[config.mk]
export PLATFORM = sky130hd
export DESIGN_NAME = ack_sequencer_param_flat
export DESIGN_NICKNAME = d
export VERILOG_FILES = /design/src/rtl/ack_sequencer_param_if.sv /design/src/rtl/ack_sequencer_param.sv /design/src/flat_wrapper.sv
export SDC_FILE = /design/constraint.sdc
export NUM_CORES = 1
export LEC_CHECK = 0
export CAP_MARGIN = 20
export CORE_MARGIN = 3
export CORE_UTILIZATION = 37
export DETAILED_ROUTE_END_ITERATION = 12
export HOLD_SLACK_MARGIN = 0.06
export PLACE_DENSITY = 0.68
export REMOVE_ABC_BUFFERS = 1
export SLEW_MARGIN = 15
export SYNTH_ARGS = -nofsm -noshare
export SYNTH_HDL_FRONTEND = slang
export SYNTH_SLANG_ARGS = --single-unit
[constraint.sdc]
create_clock -name clock -period 5.6 [get_ports clock]
set_input_delay 1.68 -clock clock [delete_from_list [all_inputs] [get_ports clock]]
set_output_delay 1.68 -clock clock [all_outputs]
set_load 0.05 [all_outputs]
[src/rtl/ack_sequencer_param_if.sv]
// Bus bundle for the INTA acknowledge sequencer: INTA strobe, mode and
// cascade qualifiers, ICW bytes, priority winner, and the ISR/data-bus outputs.
interface ack_sequencer_param_if #(
  parameter int IRQ_NUM = 8
);
  logic               inta_n;
  logic               mode_8086;
  logic               interval_4;
  logic               cascade_slave;
  logic               cascade_match;
  logic [7:0]         vector_icw1;
  logic [7:0]         vector_icw2;
  logic [IRQ_NUM-1:0] pending_irq;
  logic [IRQ_NUM-1:0] isr_set;
  logic               spurious;
  logic               end_of_ack;
  logic               ack_busy;
  logic [7:0]         data_out;
  logic               data_out_en;

  // Control block / bus side that drives INTA and observes the sequencer.
  modport master (
    output inta_n, mode_8086, interval_4, cascade_slave, cascade_match,
    output vector_icw1, vector_icw2, pending_irq,
    input  isr_set, spurious, end_of_ack, ack_busy, data_out, data_out_en
  );

  // Sequencer side.
  modport slave (
    input  inta_n, mode_8086, interval_4, cascade_slave, cascade_match,
    input  vector_icw1, vector_icw2, pending_irq,
    output isr_set, spurious, end_of_ack, ack_busy, data_out, data_out_en
  );
endinterface

[src/rtl/ack_sequencer_param.sv]
// INTA acknowledge sequencer: follows the 8086 (two pulse) or MCS-80
// (three pulse) INTA train, latches the winning IR at ACK1, pulses the ISR
// set and end-of-acknowledge strobes, and drives CALL/vector bytes.
module ack_sequencer_param #(
  parameter int IRQ_NUM = 8
) (
  input  logic                 clock,
  input  logic                 reset_n,
  ack_sequencer_param_if.slave bus
);
  localparam int          ID_W = $clog2(IRQ_NUM);
  localparam int unsigned N    = IRQ_NUM;

  typedef enum logic [1:0] {IDLE, P1, P2, P3} state_t;

  state_t          state;
  logic            inta_q;
  logic            fall;
  logic            rise;
  // cascade_slave is consumed only on the IDLE->P1 edge, so it is not kept.
  logic            mode_q;
  logic            int4_q;
  logic            match_q;
  logic [ID_W-1:0] id_q;
  logic [ID_W-1:0] id_enc;
  logic [N-1:0]    lowest;
  logic [7:0]      id_mask;
  logic [7:0]      low_i4;
  logic [7:0]      low_i8;
  logic [7:0]      vec_8086;

  assign fall = inta_q & ~bus.inta_n;
  assign rise = ~inta_q & bus.inta_n;

  // Encode the winner; scanning downward lets the lowest set bit win.
  always_comb begin
    id_enc = ID_W'(N - 1);
    lowest = '0;
    for (int unsigned i = N; i > 0; i--) begin
      if (bus.pending_irq[i-1]) begin
        id_enc      = ID_W'(i - 1);
        lowest      = '0;
        lowest[i-1] = 1'b1;
      end
    end
  end

  // Vector and CALL address bytes built from the latched IR index.
  always_comb begin
    id_mask  = 8'(N - 1);
    vec_8086 = (bus.vector_icw2 & ~id_mask) | 8'(id_q);
    low_i4   = (bus.vector_icw1 & ~((id_mask << 2) | 8'h03)) | (8'(id_q) << 2);
    low_i8   = (bus.vector_icw1 & ~((id_mask << 3) | 8'h07)) | (8'(id_q) << 3);
  end

  // Pulse-train FSM with registered strobes and bus drive.
  always_ff @(posedge clock) begin
    if (!reset_n) begin
      state           <= IDLE;
      inta_q          <= 1'b1;
      mode_q          <= 1'b0;
      int4_q          <= 1'b0;
      match_q         <= 1'b0;
      id_q            <= '0;
      bus.isr_set     <= '0;
      bus.spurious    <= 1'b0;
      bus.end_of_ack  <= 1'b0;
      bus.ack_busy    <= 1'b0;
      bus.data_out    <= '0;
      bus.data_out_en <= 1'b0;
    end else begin
      inta_q         <= bus.inta_n;
      bus.isr_set    <= '0;
      bus.end_of_ack <= 1'b0;
      case (state)
        IDLE: begin
          if (fall) begin
            state        <= P1;
            mode_q       <= bus.mode_8086;
            int4_q       <= bus.interval_4;
            match_q      <= bus.cascade_match;
            id_q         <= id_enc;
            bus.isr_set  <= lowest;
            bus.spurious <= (bus.pending_irq == '0);
            bus.ack_busy <= 1'b1;
            if (!bus.mode_8086 && !bus.cascade_slave) begin
              bus.data_out    <= 8'hCD;
              bus.data_out_en <= 1'b1;
            end
          end
        end
        P1: begin
          if (rise) begin
            bus.data_out    <= '0;
            bus.data_out_en <= 1'b0;
          end else if (fall) begin
            state <= P2;
            if (match_q) begin
              bus.data_out    <= mode_q ? vec_8086 : (int4_q ? low_i4 : low_i8);
              bus.data_out_en <= 1'b1;
            end
          end
        end
        P2: begin
          if (rise) begin
            bus.data_out    <= '0;
            bus.data_out_en <= 1'b0;
            if (mode_q) begin
              state          <= IDLE;
              bus.end_of_ack <= 1'b1;
              bus.ack_busy   <= 1'b0;
              bus.spurious   <= 1'b0;
            end
          end else if (fall && !mode_q) begin
            state <= P3;
            if (match_q) begin
              bus.data_out    <= bus.vector_icw2;
              bus.data_out_en <= 1'b1;
            end
          end
        end
        P3: begin
          if (rise) begin
            state           <= IDLE;
            bus.end_of_ack  <= 1'b1;
            bus.ack_busy    <= 1'b0;
            bus.spurious    <= 1'b0;
            bus.data_out    <= '0;
            bus.data_out_en <= 1'b0;
          end
        end
        default: state <= IDLE;
      endcase
    end
  end
endmodule

[src/flat_wrapper.sv]
// flat-port wrapper written by rule: the top's interface ports become plain ports
module ack_sequencer_param_flat 
#(
  parameter int IRQ_NUM = 8
)
  (clock, reset_n, bus_inta_n, bus_mode_8086, bus_interval_4, bus_cascade_slave, bus_cascade_match, bus_vector_icw1, bus_vector_icw2, bus_pending_irq, bus_isr_set, bus_spurious, bus_end_of_ack, bus_ack_busy, bus_data_out, bus_data_out_en);
  ack_sequencer_param_if #(.IRQ_NUM(IRQ_NUM)) bus_i ();
  input  logic clock;
  input  logic reset_n;
  input wire logic [$bits(bus_i.inta_n)-1:0] bus_inta_n;
  input wire logic [$bits(bus_i.mode_8086)-1:0] bus_mode_8086;
  input wire logic [$bits(bus_i.interval_4)-1:0] bus_interval_4;
  input wire logic [$bits(bus_i.cascade_slave)-1:0] bus_cascade_slave;
  input wire logic [$bits(bus_i.cascade_match)-1:0] bus_cascade_match;
  input wire logic [$bits(bus_i.vector_icw1)-1:0] bus_vector_icw1;
  input wire logic [$bits(bus_i.vector_icw2)-1:0] bus_vector_icw2;
  input wire logic [$bits(bus_i.pending_irq)-1:0] bus_pending_irq;
  output wire logic [$bits(bus_i.isr_set)-1:0] bus_isr_set;
  output wire logic [$bits(bus_i.spurious)-1:0] bus_spurious;
  output wire logic [$bits(bus_i.end_of_ack)-1:0] bus_end_of_ack;
  output wire logic [$bits(bus_i.ack_busy)-1:0] bus_ack_busy;
  output wire logic [$bits(bus_i.data_out)-1:0] bus_data_out;
  output wire logic [$bits(bus_i.data_out_en)-1:0] bus_data_out_en;
  assign bus_i.inta_n = bus_inta_n;
  assign bus_i.mode_8086 = bus_mode_8086;
  assign bus_i.interval_4 = bus_interval_4;
  assign bus_i.cascade_slave = bus_cascade_slave;
  assign bus_i.cascade_match = bus_cascade_match;
  assign bus_i.vector_icw1 = bus_vector_icw1;
  assign bus_i.vector_icw2 = bus_vector_icw2;
  assign bus_i.pending_irq = bus_pending_irq;
  assign bus_isr_set = bus_i.isr_set;
  assign bus_spurious = bus_i.spurious;
  assign bus_end_of_ack = bus_i.end_of_ack;
  assign bus_ack_busy = bus_i.ack_busy;
  assign bus_data_out = bus_i.data_out;
  assign bus_data_out_en = bus_i.data_out_en;
  ack_sequencer_param #(.IRQ_NUM(IRQ_NUM)) u_core (.clock(clock), .reset_n(reset_n), .bus(bus_i));
endmodule
# == Word-level counts from Yosys, hierarchy flattened ==
# Cells that the tools add are included.
# totals
wordCells,119
output_inout_bits,20
register_bits,29
inputBits,31
# classes
eq_ne,15
mux,54
reduce_logical,21
bitwise,10
# ops
op,count
2-to-1 mux 8 bit,12
one-hot mux 8 bit (4 select lines),1
2-to-1 mux 3 bit,7
2-to-1 mux 1 bit,17
2-to-1 mux 2 bit,8
!= test 2 x 1 -> 1 bit (second input constant),6
!= test 3 x 1 -> 1 bit (second input constant),4
AND reduction 5 bit,2
OR reduction 10 bit,1
OR reduction 9 bit,1
logical NOT 8 bit,1
OR 8 x 3 -> 8 bit,1
OR 8 x 5 -> 8 bit,1
OR 8 x 6 -> 8 bit,1
one-hot mux 2 bit (4 select lines),1
OR reduction 8 bit,1
2-to-1 mux 7 bit,1
AND reduction 7 bit,1
OR reduction 7 bit,1
2-to-1 mux 6 bit,1
one-hot mux 1 bit (3 select lines),2
AND reduction 6 bit,1
OR reduction 6 bit,1
2-to-1 mux 5 bit,1
other kinds (17),26

# == Depth between registers and ports, before layout ==
# logic_depth
ltp_word,8
depth_mapped,10
depth_no_buf,7

# == Worst setup path after synthesis ==
# OpenSTA, ideal clock, no wires.
# synth_timing
kind,input -> register
start,input port bus_inta_n
end,register u_core.bus.data_out[0]
required_ns,5.484
arrival_ns,2.768
path_stages,6
setup_ns,0.116
path_buffers,2
slack_ns,2.715
cell_sequence,nor2b_1 -> or3_1 -> clkbuf_2 -> and2_4 -> buf_6 -> o211a_1
# synth_between
elab_chain_cells,5
word_cells_on_any_way,14
cone_classes,6 x eq/ne; 3 x mux; 3 x bitwise; 2 x reduce/logical
# synth_lines
element,line,source
"start, declared",flat_wrapper.sv:10,input wire logic [$bits(bus_i.inta_n)-1:0] bus_inta_n;
NOT 1 bit,ack_sequencer_param.sv:32,assign fall = inta_q & ~bus.inta_n;
AND 1 bit,ack_sequencer_param.sv:32,
logical AND 1 bit,ack_sequencer_param.sv:114,end else if (fall && !mode_q) begin
!= test 3 x 1 -> 1 bit (no source line),--,
AND reduction 7 bit (no source line),--,
"end signal, assigned",ack_sequencer_param.sv:99,bus.data_out <= mode_q ? vec_8086 : (int4_q ? low_i4 : low_i8);
"end signal, assigned",ack_sequencer_param.sv:117,bus.data_out <= bus.vector_icw2;
"end, declared",ack_sequencer_param_if.sv:32,"output isr_set, spurious, end_of_ack, ack_busy, data_out, data_out_en"
# Several ways; a longest one is shown, not always the timed one.
# A chain may end at the register's enable or synchronous reset.

# == Final worst setup path ==
# layout_timing
start,input port reset_n
end,register u_core.bus.isr_set[7]
# layout_between
elab_chain_cells,2
# layout_lines
element,line,source
"start, declared",flat_wrapper.sv:9,input logic reset_n;
NOT 1 bit (no source line),--,
OR reduction 10 bit (no source line),--,
"end signal, assigned",ack_sequencer_param.sv:83,bus.isr_set <= lowest;
"end, declared",ack_sequencer_param_if.sv:32,
# No other way between the ends.

==> results_dict.tcl <==
set metrics [dict create \
    seq_power_share_pct 28.8 \
    clockBufferDepth 2 \
    diodes 0 \
    die_area_um2 4677 \
    tritoncts "done" \
    crit_path_cell_trace "clkdlybuf4s50_1, nand3_1, nor3_1, and3_1" \
    clkLatencyLatePin_ns 0.28 \
    nets 244 \
    status "finished, final reports clean" \
    hold_violations 0 \
    maxSlewViolCount 0 \
    powerDensity_nw_per_um2 465.4 \
    switchingPower_uw 362.9 \
    wirelength_um 3491 \
    die_x_um 68.39 \
    reg2reg_setup_slack_ns 3.42 \
    critPathKind "in -> reg" \
    synth_top_cells_by_count "29 x dfxtp_1, 14 x nand2_1, 12 x nor2_1" \
    fp.dieH_um 68.39 \
    crit_fanout 22 \
    wire_per_inst_um 13.64 \
    r2r_end "u_core.bus.data_out[1]" \
    root_buffer "clkbuf_8" \
    dp.cells 248 \
    setup_viol 0 \
    clkTransAtPathRegs_ns 0.07 \
    fin_worst_skew_ns 0.008725 \
    rsz0062_at_grt "false" \
    synth-edff-count 0 \
    yosysMostFrequentCell "dfxtp_1" \
    r2r_cells 7 \
    max_stage_delay_ns 0.97 \
    max_cap_viol_count 0 \
    fin_crit_ns 3.368 \
    syn-cell-area_um2 1440 \
    vias_per_cell 5.219 \
    start_util_pct 38.75 \
    p_sw_share_pct 38.52 \
    period_share_pct 60.14 \
    drive_gt1_share_pct 8.654 \
    worst_path_max_delay_cell "clkdlybuf4s50_1" \
    max-vdd-ir-drop_mv 0.2327 \
    hold_end "u_core.bus.data_out[5]" \
    io_pins 51 \
    end_kind "register" \
    synth.distinct_cells 43 \
    drc 0 \
    post_cts_buffers 0 \
    area_growth_pct 40.57 \
    synth_area_leaders "dfxtp_1 40%, ha_1 5.2%, nand2_1 3.6%" \
    grt.total_usage_pct 16.87 \
    vias 1336 \
    yosys_warnings 0 \
    grt_pass1_vias 1283 \
    syn_inst 164 \
    hp-class "reg -> reg" \
    dr.pass1.iters 4 \
    yosysSeqAreaShare_pct 40.31 \
    num_rows 22 \
    clkPwrFrac_pct 27.5 \
    cts_hold_buf 0 \
    antenna_found_initial 0 \
    clock.fmax_mhz 296.9 \
    worst_slew_pin_slew_ns 0.7623 \
    ys_async_sr_fraction_pct 0 \
    min_from "u_core.bus.data_out[5]" \
    grt.overflow.total 0 \
    p_comb_share_pct 43.7 \
    place.gp.congestion 0.8152 \
    synth-seq-cells 29 \
    cts_max_level 2 \
    synth_top_area_share_pct 40.31 \
    numCtsBuffers 5 \
    ctsResizeCount 0 \
    grt_max_degree 23 \
    avgSynthCellArea_um2 8.781 \
    slew_headroom_pct 49.02 \
    ys.flop_type "dfxtp_1" \
    r2r_start "u_core.state[0]" \
    first_iter_violations 67 \
    internal_power_uw 579.2 \
    worst_setup_path_start_kind "input pin" \
    grt_first_pass_wirelength_um 5927 \
    hold_depth 2 \
    core-area_um2 3716 \
    dp_hpwl_um 2642 \
    stdcell_count 256 \
    worst_ep_required_time_ns 5.82 \
    crit_arrival_ns 3.59 \
    tns_ns 0 \
    synth_area_leader_cell "dfxtp_1" \
    p_leak_nw 0.8050 \
    portBuffers 45 \
    ant_nets 0 \
    cts_sinks 29 \
]
[registers in the layout (all words and copies together), names as in the netlist, 2 cells and up]
name                 cells
u_core.bus.data_out      8
u_core.bus.isr_set       8
u_core.state             2
u_core.id_q              3
[worst max-delay path, delay by kind of cell]
kind | cells | cell delay [ns]
and+or+nand+nor | 3 | 0.94
buffers and inverters | 1 | 0.97
[power groups by stage]
stage,clock network [mW],logic [mW],registers (mW)
floorplan,0,0.198,0.364
global placement,0,0.403,0.273
detailed placement,0,0.407,0.276
CTS,0.262,0.411,0.271
global route,0.276,0.450,0.277
finish,0.259,0.412,0.271
[worst max-delay path by stage]
stage / startpoint / end
CTS: reset_n / u_core.bus.isr_set[7]
detailed placement: reset_n / u_core.bus.isr_set[7]
global route: reset_n / u_core.bus.isr_set[7]
finish: reset_n / u_core.bus.isr_set[7]
global placement: reset_n / u_core.bus.isr_set[7]
floorplan: bus_inta_n / u_core.bus.data_out[1]
[cell families after synthesis]
logic type	share of synthesized area, %
simple gates	24.59
flops	40.31
buf+inv	5.734
fa+ha+maj	5.213
mux	3.823
compound gates	20.33
[cell type report]
type                       count  area [um^2]
fill                         352         1692
multi-input combinational    120        777.0
sequential                    29        580.6
timing repair buffer          45        450.4
clock buffer                   5        68.82
clock inverter                 3        65.06
tap                           48        60.06
inverter                       6        22.52
[metal layers]
| layer | share of wire [%] | GRT usage, % | vias to the layer above |
|---|---|---|---|
| li1 | - | - | 681 |
| met1 | 44 | 20.94 | 610 |
| met2 | 49 | 27.06 | 40 |
| met3 | 5.9 | 4.598 | 5 |
| met4 | 1.3 | 7.444 | 0 |
| met5 | 0 | 0 | - |
[cells in the final DEF, fill, tap and decap left out, types with 6 or more instances in the layout]
cell,count
a21oi_1,10
nand2_1,14
inv_1,6
nor2_1,12
dfxtp_1,29
clkdlybuf4s50_1,45
ha_1,6
nand3_1,9
[stage by stage]
stage          total power, mW  setup WS (ns)  instance area, um^2  util, %  hold slack [ns]
6_report                0.9421          2.232                 2024    54.48           0.4572
3_5_place_dp            0.6829          1.943                 1891    50.88           0.4544
5_1_grt                  1.003          1.976                 2024    54.48           0.4831
4_1_cts                 0.9448          2.236                 2024    54.48           0.4655
2_1_floorplan           0.5621          2.786                 1380        -           0.4399
3_3_place_gp            0.6766          1.992                 1891    50.88           0.4383
No activity file was read; power rests on OpenSTA's default activity.
